===== src/rtl/ps2_key_tracker.sv =====
// PS/2 frame receiver with make/break key tracking for the 7-segment display path.
// Optional build macro KEY_COUNT_BCD_EN selects a packed 2-digit BCD key_count.
module ps2_key_tracker #(
  parameter int SYNC_STAGES    = 2,
  parameter int TIMEOUT_CYCLES = 50000
) (
  input  logic       clk,
  input  logic       rst,
  input  logic       ps2_clk,
  input  logic       ps2_data,
  output logic [7:0] scan_code,
  output logic [7:0] key_count,
  output logic       disp_en,
  output logic       new_key,
  output logic       frame_err
);

  localparam int TW = $clog2(TIMEOUT_CYCLES + 1);

  typedef enum logic [1:0] {IDLE, PRESSED, BREAK} key_state_t;

  function automatic logic [7:0] cnt_inc(input logic [7:0] c);
`ifdef KEY_COUNT_BCD_EN
    logic [3:0] tens, units;
    tens  = c[7:4];
    units = c[3:0];
    if (units == 4'd9) begin
      units = 4'd0;
      tens  = (tens == 4'd9) ? 4'd0 : tens + 4'd1;
    end else begin
      units = units + 4'd1;
    end
    return {tens, units};
`else
    return c + 8'd1;
`endif
  endfunction

  logic [SYNC_STAGES-1:0] clk_sync, data_sync;
  logic                   clk_prev;
  logic                   clk_cur, data_cur, fall;

  // Stage p0: synchronise the asynchronous PS/2 lines and detect falling edges
  always_ff @(posedge clk) begin
    if (rst) begin
      clk_sync  <= '1;
      data_sync <= '1;
      clk_prev  <= 1'b1;
    end else begin
      clk_sync  <= {clk_sync[SYNC_STAGES-2:0], ps2_clk};
      data_sync <= {data_sync[SYNC_STAGES-2:0], ps2_data};
      clk_prev  <= clk_cur;
    end
  end

  assign clk_cur  = clk_sync[SYNC_STAGES-1];
  assign data_cur = data_sync[SYNC_STAGES-1];
  assign fall     = clk_prev & ~clk_cur;

  logic [3:0]    bit_cnt;
  logic [TW-1:0] idle_cnt;
  logic [9:0]    sr;
  logic [10:0]   frame;
  logic          frame_done, frame_ok, byte_vld, timeout;
  logic [7:0]    rx_byte;

  assign frame      = {data_cur, sr};
  assign frame_done = fall && (bit_cnt == 4'd10);
  assign frame_ok   = ~frame[0] & frame[10] & (^frame[9:1]);
  assign byte_vld   = frame_done & frame_ok;
  assign rx_byte    = frame[8:1];
  assign timeout    = (bit_cnt != 4'd0) && !fall && (idle_cnt == TW'(TIMEOUT_CYCLES - 1));

  // Stage p1: frame assembly; the 11th bit is taken straight from the synchroniser
  always_ff @(posedge clk) begin
    if (rst) begin
      bit_cnt  <= 4'd0;
      idle_cnt <= '0;
    end else if (fall) begin
      idle_cnt <= '0;
      bit_cnt  <= (bit_cnt == 4'd10) ? 4'd0 : bit_cnt + 4'd1;
    end else if (timeout) begin
      bit_cnt  <= 4'd0;
      idle_cnt <= '0;
    end else if (bit_cnt != 4'd0) begin
      idle_cnt <= idle_cnt + TW'(1);
    end else begin
      idle_cnt <= '0;
    end
  end

  always_ff @(posedge clk) begin
    if (fall) sr <= {data_cur, sr[9:1]};
  end

  key_state_t state, state_n;
  logic [7:0] scan_n, cnt_n;
  logic       disp_n, nk_n, fe_n;

  always_comb begin
    state_n = state;
    scan_n  = scan_code;
    cnt_n   = key_count;
    disp_n  = disp_en;
    nk_n    = 1'b0;
    fe_n    = (frame_done & ~frame_ok) | timeout;
    if (byte_vld && rx_byte != 8'hE0) begin
      unique case (state)
        IDLE, PRESSED: begin
          if (rx_byte == 8'hF0) begin
            state_n = BREAK;
          end else if (state == IDLE || rx_byte != scan_code) begin
            state_n = PRESSED;
            scan_n  = rx_byte;
            disp_n  = 1'b1;
            cnt_n   = cnt_inc(key_count);
            nk_n    = 1'b1;
          end
        end
        BREAK: begin
          if (rx_byte == scan_code) begin
            disp_n  = 1'b0;
            state_n = IDLE;
          end else begin
            state_n = disp_en ? PRESSED : IDLE;
          end
        end
        default: state_n = IDLE;
      endcase
    end
  end

  // Stage p2: registered key state and outputs
  always_ff @(posedge clk) begin
    if (rst) begin
      state     <= IDLE;
      scan_code <= 8'h00;
      key_count <= 8'h00;
      disp_en   <= 1'b0;
      new_key   <= 1'b0;
      frame_err <= 1'b0;
    end else begin
      state     <= state_n;
      scan_code <= scan_n;
      key_count <= cnt_n;
      disp_en   <= disp_n;
      new_key   <= nk_n;
      frame_err <= fe_n;
    end
  end

endmodule


===== config.mk =====
export PLATFORM = sky130hd
export DESIGN_NAME = ps2_key_tracker
export DESIGN_NICKNAME = d
export VERILOG_FILES = /design/src/rtl/ps2_key_tracker.sv
export SDC_FILE = /design/constraint.sdc
export NUM_CORES = 1
export LEC_CHECK = 0
export CORE_UTILIZATION = 38
export DETAILED_ROUTE_END_ITERATION = 6
export GPL_TIMING_DRIVEN = 1
export PLACE_DENSITY = 0.57
export SLEW_MARGIN = 20
export SYNTH_ARGS = -nofsm -noshare
export SYNTH_HDL_FRONTEND = slang
export SYNTH_SLANG_ARGS = --single-unit

===== constraint.sdc =====
create_clock -name clk -period 8.44 [get_ports clk]
set_clock_uncertainty 0.2 [all_clocks]
set_input_delay 1.266 -clock clk [delete_from_list [all_inputs] [get_ports clk]]
set_output_delay 1.266 -clock clk [all_outputs]
set_load 0.02 [all_outputs]

==> flow_metrics.py, run 1 <==
metrics = {
    "setup_path": {
        "worstSetupStartpointType": "flip-flop",
        "crit_arrival_ns": 2.94,
        "path_class": "flip-flop to flip-flop",
        "cp.required_ns": 8.48,
        "crit_fanout": 9,
        "crit_path_end_kind": "flip-flop",
        "r2r_slack_ns": 5.53,
    },
    "timing": {
        "setup_ws_ns": 5.53,
        "slew_violations": 0,
        "finalSetupTns_ns": 0,
        "period_needed_ns": 2.91,
        "fmax_ghz": 0.344,
        "hold_violations": 0,
        "rsz0062_at_grt": "false",
        "setup_viol": 0,
        "max-slew-margin-rel_pct": 29.1,
        "final_min_period_over_clock_period_pct": 34.4,
        "tightest_slew_ns": 1.06,
    },
    "route": {
        "wire_per_inst_um": 14.1,
        "drtIter0Drc": 94,
        "firstDrtPassIters": 7,
        "vias": 2009,
        "ant_nets": 0,
        "route.detailed.drc": 2,
        "routed_wl_mm": 5.23,
        "vias_per_cell": 5.40,
    },
    "floorplanning": {
        "core-area_um2": 6460,
        "dieHeight_um": 84.6,
        "io_pins": 23,
        "core.rowCount": 29,
        "die_w_um": 84.6,
        "dieArea_um2": 7160,
        "start_util_pct": 40.1,
    },
    "final_layout": {
        "nNetsFinal": 308,
        "instances_no_fill": 372,
        "final_layout_size_suffix_gt1_share_pct": 6.78,
        "fin_area_um2": 2950,
        "fin_util_pct": 45.6,
        "multi_input_area_um2": 1270,
        "syn_to_final_growth_pct": 13.7,
        "fillers": 624,
        "seqCellArea_um2": 1220,
        "num_antenna_cells": 0,
    },
    "clocking": {
        "clock_latency_ns": 0.30,
        "htree_levels": 2,
        "clockRootBuffer": "clkbuf_8",
        "cts_hold_buf": 0,
        "cts_tree": "yes",
        "postCtsResizedCells": 0,
        "clk_transition_reported_paths_ns": 0.10,
        "cts_buffers": 5,
        "postCtsSetupBuffers": 0,
        "cts_buffer_depth": 2,
        "cts_sinks": 56,
    },
    "logic_synthesis": {
        "synth.largest_area_cell": "dfxtp_1",
        "synth_commonest_cells": "46 x dfxtp_1, 26 x nor2_1, 24 x a21oi_1",
        "async_flop_share_pct": 0,
        "seq_area_frac_synth_pct": 47.1,
        "yosys_most_used_dff": "dfxtp_1",
        "synth.avg_cell_area_um2": 9.39,
        "synth_edf_count": 10,
        "ys_types": 44,
        "synth_top_area_share_pct": 35.5,
        "yosys-top-cells-area": "dfxtp_1 36%, edfxtp_1 12%, xor2_1 6.1%",
        "yosys_warnings": 0,
        "ys_seq_elements": 56,
        "syn-num-nets": 290,
        "synth_area_um2": 2590,
        "netlist_instances": 276,
        "post-synth-top-count-cell": "dfxtp_1",
    },
    "worst_hold_path": {
        "hp-class": "flip-flop to flip-flop",
    },
    "grt": {
        "antenna_found_initial": 0,
        "track_usage_pct": 16.1,
        "first_global_vias": 1911,
        "gr-total-overflow": 0,
        "grt_pass1_wl_mm": 9.20,
        "grt_max_degree": 33,
    },
    "pwr": {
        "p_sw_uw": 94.4,
        "power_frac_comb_pct": 3.7,
        "vdd_drop_max_uv": 87.5,
        "clkPwrFrac_pct": 33.9,
        "intPower_uw": 348,
        "leakage_nw": 1.01,
        "netSwitchingFraction_pct": 21.3,
        "seq_power_share_pct": 62.5,
        "powerDensity_nw_per_um2": 150,
    },
    "run_status": {
        "status": "complete, but fails checks",
        "violations": "DRC",
    },
    "flow_run": {
        "drv_cap": 0,
    },
    "place": {
        "port_buffers": 22,
        "gp_congestion": 0.734,
        "post-place-ws_ns": 5.41,
        "placed_area_um2": 2860,
        "dp_hpwl_mm": 3.62,
        "placed_cells": 364,
    },
}
==> through the flow <==
step	total power [mW]	hold slack, ns
final	0.443	0.214
after global routing	0.465	0.244
after CTS	0.451	0.217
after detailed placement	0.299	0.195
after global placement	0.299	0.193
after floorplan	0.294	0.189
==> layout by cell type (no fill, tap or decap), drive strengths merged, types with 2 or more instances in the layout <==
cell	synthesis	routed
dfxtp	46	46
nor2	26	26
a21oi	24	24
clkdlybuf4s50	0	22
nand3	21	21
xor2	18	18
o21ai	14	14
inv	11	11
nand2	11	11
ha	10	10
edfxtp	10	10
nand4	8	8
nor3	8	8
clkbuf	8	8
or4	7	7
or3	6	6
or2	5	5
and3	4	4
xnor2	4	4
o31ai	4	4
nand2b	3	3
and4	3	3
nor4	3	3
nor2b	2	2
mux2	2	2
==> worst paths after layout <==
check,from,end,cells past startpoint
max,sr[8]$_DFFE_PP_,scan_code[7]$_SDFFE_PP0P_,6
max reg2reg,sr[8]$_DFFE_PP_,scan_code[7]$_SDFFE_PP0P_,6
min,clk_sync[0]$_SDFF_PP1_,clk_sync[1]$_SDFF_PP1_,1
min reg2reg,clk_sync[0]$_SDFF_PP1_,clk_sync[1]$_SDFF_PP1_,1
==> layer usage <==
layer,vias to the layer above,share of wire (%),GRT usage [%]
met5,-,0,0
met1,949,51,22.5
met2,33,45,24.5
met3,4,3.2,3.74
li1,1023,-,-
met4,0,0.84,5.08
==> kinds of logic (layout without fill, tap and decap cells) <==
logic type               Yosys count  count (layout)  synth area share [%]
buffers and inverters             23              42                  3.91
XOR/XNOR                          23              23                  8.35
AO/OA/AOI/OAI                     50              50                  11.0
multiplexers                       2               2                 0.869
flip-flops                        56              56                  47.1
adder cells (fa/ha/maj)           10              10                  4.83
AND/OR/NAND/NOR                  112             112                  23.9
==> state kept, by name (all words and copies together), names as in the netlist <==
signal and count:
idle_cnt 16, sr 10, key_count 8, scan_code 8, bit_cnt 4, clk_sync 2
data_sync 2, state 2, clk_prev 1, disp_en 1, frame_err 1, new_key 1
==> power by group through the flow <==
stage	combinational [mW]	clock (mW)	sequential, mW
after CTS	0.0165	0.158	0.276
after floorplan	0.0124	0	0.282
after detailed placement	0.0164	0	0.283
after global routing	0.0186	0.170	0.277
final	0.0163	0.150	0.276
after global placement	0.0162	0	0.283
==> final cells by class <==
class / instances / share of cell area (%)
Inverter: 11 / 1.40
Timing Repair Buffer: 23 / 7.73
Sequential cell: 56 / 41.4
Tap cell: 77 / 3.27
Clock buffer: 8 / 3.06
Multi-Input combinational cell: 197 / 43.1
==> critical path, cell delays in order, from the launching register on <==
cell and delay (ns):
edfxtp_1 0.48, ha_1 0.31, xnor3_2 0.43, xnor2_1 0.20, nor3_1 0.87, nand3_1 0.16, a21oi_1 0.18
No activity file was read; power rests on OpenSTA's default activity.
==> run 2: changes to the inputs <==
==> constraint.sdc (replaced) <==
create_clock -name clk -period 2.72 [get_ports clk]
set_clock_uncertainty 0.2 [all_clocks]
set_input_delay 0.408 -clock clk [delete_from_list [all_inputs] [get_ports clk]]
set_output_delay 0.408 -clock clk [all_outputs]
set_load 0.02 [all_outputs]
==> flow_metrics.py, run 2 (synthesis gave the netlist of run 1 again) <==
metrics = {
    "run_status": {
        "status": "complete, but fails checks",
        "violations": "DRC",
    },
    "pwr": {
        "power_mw": 1.41,
        "leakage_nw": 1.11,
        "powerDensity_nw_per_um2": 450,
        "vdd_drop_max_uv": 222,
    },
    "grt": {
        "gr-total-overflow": 0,
        "grt_pass1_wl_mm": 9.46,
        "antenna_found_initial": 0,
        "track_usage_pct": 16.9,
        "grt_max_degree": 32,
        "first_global_vias": 1968,
    },
    "setup_path": {
        "path_class": "flip-flop to flip-flop",
        "cp_cell_sequence": "inv_1, ha_1, xnor3_2, xnor2_4, or3_4, or4_4, a21oi_2",
        "worstSetupStartpointType": "flip-flop",
        "path_delay_family": "simple AND/OR/NAND/NOR gates",
        "setup.worst_path.start": "sr[4]$_DFFE_PP_",
        "rr_startpoint": "sr[4]$_DFFE_PP_",
        "slowest_delay_ns": 0.49,
        "cp.required_ns": 2.78,
        "slowest_stage": "or4_4",
        "crit_fanout": 5,
        "path_buf_inv": 1,
        "crit_arrival_ns": 2.73,
        "crit_path_end_kind": "flip-flop",
    },
    "final_layout": {
        "layout_commonest_cell": "dfxtp_1",
        "num_antenna_cells": 0,
        "fin_area_um2": 3140,
        "final_cell_mix": "46 x dfxtp_1, 26 x nor2_1, 22 x a21oi_1, 22 x clkdlybuf4s50_1, 21 x nand3_1",
        "nNetsFinal": 325,
        "top_register": "idle_cnt",
        "largest_register_ffs": 16,
        "syn_to_final_growth_pct": 21.0,
        "final_layout_size_suffix_gt1_share_pct": 15.4,
        "top_regs": "idle_cnt x16, sr x10",
    },
    "timing": {
        "setup_viol": 0,
        "final_min_period_over_clock_period_pct": 98.2,
        "finalSetupTns_ns": 0,
        "period_needed_ns": 2.67,
        "rsz0062_at_grt": "true",
        "max-slew-margin-rel_pct": 64.8,
        "hold_violations": 0,
        "fmax_ghz": 0.374,
        "slew_violations": 0,
        "tightest_slew_ns": 0.523,
    },
    "route": {
        "vias_per_cell": 5.32,
        "drtIter0Drc": 116,
        "wire_per_inst_um": 14.5,
        "routed_wl_mm": 5.64,
        "vias": 2070,
        "firstDrtPassIters": 7,
        "route.detailed.drc": 3,
        "ant_nets": 0,
    },
    "clocking": {
        "clk_transition_reported_paths_ns": 0.11,
        "cts_tree": "yes",
        "cts_buffer_depth": 2,
        "clock_latency_ns": 0.32,
        "htree_levels": 2,
        "cts_buffers": 5,
        "clockRootBuffer": "clkbuf_8",
        "cts_sinks": 56,
    },
    "floorplanning": {
        "io_pins": 23,
        "dieArea_um2": 7160,
        "die_w_um": 84.6,
        "dieHeight_um": 84.6,
        "core-area_um2": 6460,
        "core.rowCount": 29,
        "start_util_pct": 40.1,
    },
    "worst_hold_path": {
        "hold_start": "clk_sync[0]$_SDFF_PP1_",
        "hp-class": "flip-flop to flip-flop",
    },
    "place": {
        "placed_area_um2": 2950,
        "gp_congestion": 0.784,
        "port_buffers": 22,
        "dp_hpwl_mm": 3.86,
    },
    "flow_run": {
        "drv_cap": 0,
    },
}
[run 2: worst register-to-register path: cells and delay by family (launching register included)]
family	cells	cell delay [ns]
AO/OA/AOI/OAI	1	0.14
adder cells (fa/ha/maj)	1	0.31
XOR/XNOR	2	0.63
flip-flops	1	0.41
buffers and inverters	1	0.06
AND/OR/NAND/NOR	2	0.86
[run 2: area by class of cell]
class                      count  area (um2)
fill                         618        3320
multi-input combinational    198        1340
sequential                    56        1220
timing repair buffer          39         348
tap                           77        96.3
clock buffer                   5        68.8
inverter                      11        41.3
clock inverter                 3        25.0
[run 2: timing repair]
item / in CTS / in global routing
buffers inserted: 0 / 3
hold endpoints to repair: 0 / 0
hold buffers: 0 / 0
gates resized for setup: 0 / 11
endpoints found under the setup margin: 0 / 6
[run 2: worst paths after layout]
check	to	slack [ns]	depth (start not counted)
min reg2reg	clk_sync[1]$_SDFF_PP1_	0.22	1
min	clk_sync[1]$_SDFF_PP1_	0.22	1
max reg2reg	key_count[5]$_SDFFE_PP0P_	0.05	7
max	key_count[5]$_SDFFE_PP0P_	0.05	7
[run 2: routing by layer]
| metal | wire length [um] | share of wire, % | track usage, % | up-vias |
|---|---|---|---|---|
| li1 | - | - | - | 1062 |
| met1 | 2800 | 50 | 23.5 | 954 |
| met2 | 2470 | 44 | 25.6 | 44 |
| met3 | 285 | 5.1 | 3.24 | 10 |
| met4 | 93 | 1.6 | 7.09 | 0 |
| met5 | 0 | 0 | 0 | - |
[run 2: power by group]
group / leakage (nW) / switching [mW] / internal, mW
logic: 0.600 / 0.0389 / 0.0347
registers: 0.463 / 0.00543 / 0.851
clock network: 0.0452 / 0.295 / 0.188
total: 1.11 / 0.339 / 1.07
[run 2: stage by stage]
stage	utilization [%]	setup slack, ns	cells	hold slack [ns]
after floorplan	-	0.0509	276	0.189
after global routing	48.6	-0.0318	389	0.237
after global placement	45.7	0.118	377	0.190
after detailed placement	45.7	0.0578	377	0.202
final	48.6	0.0496	389	0.218
after CTS	47.2	0.0182	385	0.228
